===== src/rtl/uart_loader.sv =====
// UART-fed payload loader: 8N1 receiver plus a header/payload/checksum transfer FSM.
// Define UART_LOADER_CHECKSUM_EN to expect a trailing XOR checksum byte after the payload.
`timescale 1ns/1ps

module uart_loader #(
    parameter int CLKS_PER_BIT = 868,
    parameter int COUNT_WIDTH  = 16
) (
    input  logic       CLK,
    input  logic       RST_N,
    input  logic       UART_RX,
    output logic [7:0] loader_data,
    output logic       loader_ready,
    output logic       loader_enable,
    output logic       loader_done,
    output logic       frame_err,
    output logic       checksum_err,
    output logic       busy
);

    localparam int CNT_W = (CLKS_PER_BIT > 1) ? $clog2(CLKS_PER_BIT) : 1;
    localparam logic [CNT_W-1:0] BIT_LAST  = CNT_W'(CLKS_PER_BIT - 1);
    localparam logic [CNT_W-1:0] HALF_LAST = CNT_W'(CLKS_PER_BIT / 2 - 1);

    typedef enum logic [1:0] {RX_IDLE, RX_START, RX_DATA, RX_STOP} rx_state_e;
    typedef enum logic [2:0] {IDLE, HDR, DATA, CSUM, DONE} state_e;

`ifdef UART_LOADER_CHECKSUM_EN
    localparam state_e AFTER_DATA = CSUM;
`else
    localparam state_e AFTER_DATA = DONE;
`endif

    // ---------------- receiver ----------------
    logic rx_meta_q, rx_sync_q, rx_prev_q;

    rx_state_e        rx_state_q, rx_state_d;
    logic [CNT_W-1:0] clk_cnt_q, clk_cnt_d;
    logic [2:0]       bit_idx_q, bit_idx_d;
    logic [7:0]       shift_q, shift_d;
    logic             byte_valid_q, byte_valid_d;
    logic             frame_err_q, frame_err_d;

    // NOTE: synchronizer flops reset to 1 so a reset release never looks like a start edge.
    always_ff @(posedge CLK or negedge RST_N) begin
        if (!RST_N) begin
            rx_meta_q <= 1'b1;
            rx_sync_q <= 1'b1;
            rx_prev_q <= 1'b1;
        end else begin
            rx_meta_q <= UART_RX;
            rx_sync_q <= rx_meta_q;
            rx_prev_q <= rx_sync_q;
        end
    end

    // NOTE: every always_comb output gets a default first, so no path can infer a latch.
    always_comb begin
        rx_state_d   = rx_state_q;
        clk_cnt_d    = clk_cnt_q + 1'b1;
        bit_idx_d    = bit_idx_q;
        shift_d      = shift_q;
        byte_valid_d = 1'b0;
        frame_err_d  = frame_err_q;
        case (rx_state_q)
            RX_IDLE: begin
                clk_cnt_d = '0;
                if (rx_prev_q && !rx_sync_q) rx_state_d = RX_START;
            end
            RX_START: begin
                if (clk_cnt_q == HALF_LAST) begin
                    clk_cnt_d  = '0;
                    bit_idx_d  = '0;
                    rx_state_d = rx_sync_q ? RX_IDLE : RX_DATA;
                end
            end
            RX_DATA: begin
                if (clk_cnt_q == BIT_LAST) begin
                    clk_cnt_d = '0;
                    shift_d   = {rx_sync_q, shift_q[7:1]};
                    bit_idx_d = bit_idx_q + 3'd1;
                    if (bit_idx_q == 3'd7) rx_state_d = RX_STOP;
                end
            end
            RX_STOP: begin
                if (clk_cnt_q == BIT_LAST) begin
                    clk_cnt_d  = '0;
                    rx_state_d = RX_IDLE;
                    if (rx_sync_q) byte_valid_d = 1'b1;
                    else           frame_err_d  = 1'b1;
                end
            end
            default: rx_state_d = RX_IDLE;
        endcase
    end

    // NOTE: state registers use non-blocking assignments only.
    always_ff @(posedge CLK or negedge RST_N) begin
        if (!RST_N) begin
            rx_state_q   <= RX_IDLE;
            clk_cnt_q    <= '0;
            bit_idx_q    <= '0;
            shift_q      <= '0;
            byte_valid_q <= 1'b0;
            frame_err_q  <= 1'b0;
        end else begin
            rx_state_q   <= rx_state_d;
            clk_cnt_q    <= clk_cnt_d;
            bit_idx_q    <= bit_idx_d;
            shift_q      <= shift_d;
            byte_valid_q <= byte_valid_d;
            frame_err_q  <= frame_err_d;
        end
    end

    // ---------------- transfer FSM ----------------
    state_e                 state_q, state_d;
    logic [23:0]            hdr_q, hdr_d;
    logic [1:0]             hdr_cnt_q, hdr_cnt_d;
    logic [COUNT_WIDTH-1:0] words_q, words_d;
    logic [1:0]             byte_idx_q, byte_idx_d;
    logic [7:0]             data_q, data_d;
    logic                   ready_q, ready_d;
    logic                   enable_q, enable_d;
    logic                   done_q, done_d;

`ifdef UART_LOADER_CHECKSUM_EN
    logic [7:0] xor_q, xor_d;
    logic       cerr_q, cerr_d;
`endif

    always_comb begin
        state_d    = state_q;
        hdr_d      = hdr_q;
        hdr_cnt_d  = hdr_cnt_q;
        words_d    = words_q;
        byte_idx_d = byte_idx_q;
        data_d     = data_q;
        ready_d    = 1'b0;
        enable_d   = enable_q;
        done_d     = 1'b0;
`ifdef UART_LOADER_CHECKSUM_EN
        xor_d  = xor_q;
        cerr_d = cerr_q;
`endif
        // The final pulse is the only one seen after leaving DATA; enable drops right behind it.
        if (ready_q && state_q != DATA) enable_d = 1'b0;

        case (state_q)
            IDLE: begin
                if (byte_valid_q) begin
                    hdr_d     = {shift_q, hdr_q[23:8]};
                    hdr_cnt_d = 2'd1;
                    state_d   = HDR;
`ifdef UART_LOADER_CHECKSUM_EN
                    xor_d = '0;
`endif
                end
            end
            HDR: begin
                if (byte_valid_q) begin
                    hdr_d     = {shift_q, hdr_q[23:8]};
                    hdr_cnt_d = hdr_cnt_q + 2'd1;
                    if (hdr_cnt_q == 2'd3) begin
                        words_d    = COUNT_WIDTH'({shift_q, hdr_q});
                        byte_idx_d = '0;
                        if (words_d != '0) begin
                            state_d  = DATA;
                            enable_d = 1'b1;
                        end else begin
                            state_d = AFTER_DATA;
                        end
                    end
                end
            end
            DATA: begin
                if (byte_valid_q) begin
                    data_d     = shift_q;
                    ready_d    = 1'b1;
                    byte_idx_d = byte_idx_q + 2'd1;
`ifdef UART_LOADER_CHECKSUM_EN
                    xor_d = xor_q ^ shift_q;
`endif
                    if (byte_idx_q == 2'd3) begin
                        words_d = words_q - 1'b1;
                        if (words_q == COUNT_WIDTH'(1)) state_d = AFTER_DATA;
                    end
                end
            end
`ifdef UART_LOADER_CHECKSUM_EN
            CSUM: begin
                if (byte_valid_q) begin
                    if (shift_q != xor_q) cerr_d = 1'b1;
                    state_d = DONE;
                end
            end
`endif
            DONE: begin
                done_d  = 1'b1;
                state_d = IDLE;
            end
            default: state_d = IDLE;
        endcase
    end

    always_ff @(posedge CLK or negedge RST_N) begin
        if (!RST_N) begin
            state_q    <= IDLE;
            hdr_q      <= '0;
            hdr_cnt_q  <= '0;
            words_q    <= '0;
            byte_idx_q <= '0;
            data_q     <= '0;
            ready_q    <= 1'b0;
            enable_q   <= 1'b0;
            done_q     <= 1'b0;
        end else begin
            state_q    <= state_d;
            hdr_q      <= hdr_d;
            hdr_cnt_q  <= hdr_cnt_d;
            words_q    <= words_d;
            byte_idx_q <= byte_idx_d;
            data_q     <= data_d;
            ready_q    <= ready_d;
            enable_q   <= enable_d;
            done_q     <= done_d;
        end
    end

`ifdef UART_LOADER_CHECKSUM_EN
    always_ff @(posedge CLK or negedge RST_N) begin
        if (!RST_N) begin
            xor_q  <= '0;
            cerr_q <= 1'b0;
        end else begin
            xor_q  <= xor_d;
            cerr_q <= cerr_d;
        end
    end
    assign checksum_err = cerr_q;
`else
    assign checksum_err = 1'b0;
`endif

    assign loader_data   = data_q;
    assign loader_ready  = ready_q;
    assign loader_enable = enable_q;
    assign loader_done   = done_q;
    assign frame_err     = frame_err_q;
    assign busy          = (state_q != IDLE);

endmodule


===== config.mk =====
export PLATFORM = sky130hd
export DESIGN_NAME = uart_loader
export DESIGN_NICKNAME = d
export VERILOG_FILES = /design/src/rtl/uart_loader.sv
export SDC_FILE = /design/constraint.sdc
export NUM_CORES = 1
export LEC_CHECK = 0
export ABC_CLOCK_PERIOD_IN_PS = 1950
export CAP_MARGIN = 20
export CORE_MARGIN = 10
export CORE_UTILIZATION = 54
export DETAILED_ROUTE_END_ITERATION = 7
export GPL_ROUTABILITY_DRIVEN = 0
export GPL_TIMING_DRIVEN = 0
export MAX_ROUTING_LAYER = met4
export PLACE_DENSITY = 0.75
export SLEW_MARGIN = 20
export SYNTH_ARGS = -nofsm -noshare
export SYNTH_HDL_FRONTEND = slang
export SYNTH_SLANG_ARGS = --single-unit

===== constraint.sdc =====
create_clock -name CLK -period 1.95 [get_ports CLK]
set_input_delay 0.39 -clock CLK [delete_from_list [all_inputs] [get_ports CLK]]
set_output_delay 0.39 -clock CLK [all_outputs]
set_load 0.01 [all_outputs]

==> metrics.yaml <==
status: "finished with violations"
violations: "negative hold slack, negative setup slack"
crit_path_cell_trace: "or4_4 > buf_6 > or4_4 > a21oi_2 > a2bb2oi_2"
synth_edf_count: 0
clock_path_buffers: 2
port_buffers: 15
htree_levels: 3
synthDistinctLibCells: 62
cp_max_fo: 8
synth-warning-count: 0
synth_cells: 369
endpoint: "words_q[14]$_DFFE_PN0P_"
cts_made_buffers: 9
syn_area_per_cell_um2: 11.1
grt_pass1_vias: 3057
drv_cap: 0
die_h_um: 107
tritoncts: "done"
synth_area_um2: 4100
syn_to_final_growth_pct: 16.1
critical_path.most_common_cell: "or4_4"
finalSetupViolCount: 1
remaining_drc_errors: 0
start_kind: "register"
period_share_pct: 101
worst_setup_path_end_kind: "register"
p_comb_share_pct: 6.4
grt_pass1_wl_um: 14900
top_layer: "met4"
rsz0062_at_grt: "yes"
nets: 413
sequentialPowerShare_pct: 58.1
rows: 31
dp_cells: 484
drt_pass1_iterations: 5
reg2reg_slack_ns: -0.02
period_minus_slack_ns: 1.97
drt-met1-wl_um: 4090
met3_length_um: 475
grt-ovfl-total: 0
wl_met2_um: 4250
fp.dieW_um: 107
required_ns: 2.23
core_um2: 7330
fmax_ghz: 0.507
cts-root-buf: "clkbuf_8"
ios: 17
grt_max_degree: 53
synth-seq-cells: 86
worstPathArrival_ns: 2.25
p_int_uw: 2410
p_sw_uw: 923
setup.worst_path.start: "words_q[5]$_DFFE_PN0P_"
slew_violations: 0
relSlewSlack_pct: 54.4
initial_utilization_pct: 55.9
cp_top_family: "simple AND/OR/NAND/NOR gates"
hp-class: "primary input to async pin"
drt_iter0_drc: 137
fp.dieArea_um2: 11500
r2r_cells: 5
diodes: 0
netSwitchingFraction_pct: 27.7
critPathSlowestCell: "or4_4"
antenna_found_initial: 0
cts.sinks: 86
p_per_area_nw_per_um2: 700
fin_skew_ns: 0.0140
routed_wl_um: 8960
drive_gt1_share_pct: 27.0
grt_usage_pct: 16.3
clk_latency_ns: 0.35
wl_per_cell_um: 17.7
reg2reg_from: "words_q[5]$_DFFE_PN0P_"
synthArstFlopShare_pct: 100
finalNonFillerCells: 506
clockPowerShare_pct: 35.4
path_buf_inv: 1
holdWs_ns: -0.0103
reg2reg_to: "words_q[14]$_DFFE_PN0P_"
hold_violations: 14
path_clk_slew_ns: 0.10
hpwlAfterDp_um: 5940
ys.flop_type: "dfrtp_1"
via_count: 3103
drtAntennaViolNets: 0
cp.depth: 5
ys_seq_area_share_pct: 52.6
synth_fp_nets: 380
critPathKind: "register to register"
routed_via_density: 6.13
ir_drop_mv: 0.538
utilization_pct: 64.9
p_leak_uw: 0.00219
max_slew.worst_pin.slew_ns: 0.681
setup_slack_ns: -0.0225
max_stage_delay_ns: 0.50
==> worst min path at each step <==
stage | slack [ns] | endpoint | start | cells past startpoint
6_report | -0.01 | words_q[11]$_DFFE_PN0P_ | RST_N | 1
5_1_grt | 0.02 | words_q[11]$_DFFE_PN0P_ | RST_N | 1
4_1_cts | 0.0002 | state_q[2]$_DFFE_PN0P_ | RST_N | 1
3_5_place_dp | 0.35 | rx_sync_q$_DFF_PN1_ | rx_meta_q$_DFF_PN1_ | 0
3_3_place_gp | 0.35 | rx_sync_q$_DFF_PN1_ | rx_meta_q$_DFF_PN1_ | 0
2_1_floorplan | 0.09 | async pin | RST_N | 0
==> synthesized netlist by cell type (8+ instances only) <==
library cell / count / area [µm²]
clkbuf_1: 15 / 56.3
nor4_1: 10 / 62.6
nand2_1: 17 / 63.8
nand3_1: 17 / 85.1
inv_1: 14 / 52.6
a21oi_1: 13 / 65.1
nor2_1: 18 / 67.6
o21ai_0: 17 / 85.1
ha_1: 8 / 100
xor2_1: 8 / 70.1
mux2_2: 41 / 462
nor3_1: 17 / 85.1
dfrtp_1: 83 / 2080
==> state kept, by name (all words and copies together), names as in the netlist, named ones only <==
name and flops:
words_q 16, rx_meta_q 1, hdr_cnt_q 2, state_q 3, loader_data 8, rx_sync_q 1, rx_prev_q 1, bit_idx_q 3
loader_enable 1, frame_err 1, rx_state_q 1, clk_cnt_q 10, loader_ready 1, shift_q 8, byte_idx_q 2, byte_valid_q 1
loader_done 1, hdr_q 24
==> through the flow <==
step	setup TNS, ns	cell area (µm²)	total power (µW)	setup WS [ns]	hold WS [ns]
after floorplan	0	4100	2070	0.0565	0.0944
after CTS	0	4670	3340	0.00498	0.000159
final	-0.0225	4760	3330	-0.0225	-0.0103
after detailed placement	-4.03	4400	2170	-0.277	0.352
after global routing	-0.0728	4760	3460	-0.0475	0.0245
after global placement	-225.83	4370	2150	-2.63	0.346
==> final cells by class <==
cell class	instances	area, µm²
fillers	571	2570
flip-flops and latches	86	2160
multi-input cells	250	1920
repair buffers	24	230
clock buffers	9	124
well taps	99	124
plain buffers	17	93.8
clock inverters	7	56.3
inverters	14	52.6
==> layer usage <==
metal  GRT usage (%)  vias up
met1            21.1     1561
met4            6.48        0
met3            2.87       17
met5               -        -
li1                -     1421
met2            24.7      104
==> repair_timing <==
item | CTS | global route
endpoints found under the setup margin | 36 | 42
setup buffers | 7 | 1
resized for setup | 19 | 23
pin swaps | 2 | 1
hold buffers | 0 | 0
==> logic make-up (layout without fill, tap and decap cells) <==
logic type / Yosys count / after routing / synth area share [%]
DFF: 86 / 86 / 52.6
AOI/OAI and AO/OA: 69 / 69 / 10.9
adders and majority gates: 8 / 8 / 2.44
muxes: 43 / 43 / 11.8
and+or+nand+nor: 120 / 120 / 17.0
buffers and inverters: 33 / 71 / 3.27
other: 1 / 1 / 0.0915
xor gates and xnor gates: 9 / 9 / 1.92
==> placed cells by master, fill, tap and decap left out, types with 3 or more instances in the layout <==
cell	netlist	final
a2bb2oi_1	5	4
ha_1	8	7
o21ai_0	17	17
nand4_1	4	4
inv_1	14	12
xor2_1	8	8
clkdlybuf4s50_1	0	13
dfrtp_1	83	83
or4_4	1	4
buf_2	2	3
nor2_1	18	18
buf_4	2	11
nand2_1	17	17
mux2_2	41	41
a31oi_1	4	4
a21oi_1	13	11
a21o_1	3	3
nand3_1	17	17
clkbuf_2	0	7
dfstp_2	3	3
o21ai_1	5	5
nand3b_1	3	3
nor3_1	17	17
nand2b_1	3	3
o211ai_1	3	3
nor2b_1	3	3
nor4_1	10	8
clkbuf_8	0	9
clkinvlp_4	0	3
clkbuf_1	15	4
==> power groups by stage <==
stage,clock [µW],combinational (µW),sequential [µW]
6_report,1180,215,1940
5_1_grt,1260,247,1950
4_1_cts,1200,218,1930
3_5_place_dp,0,216,1960
3_3_place_gp,0,198,1950
2_1_floorplan,0,140,1930
Power figures use the tool's default switching activity.
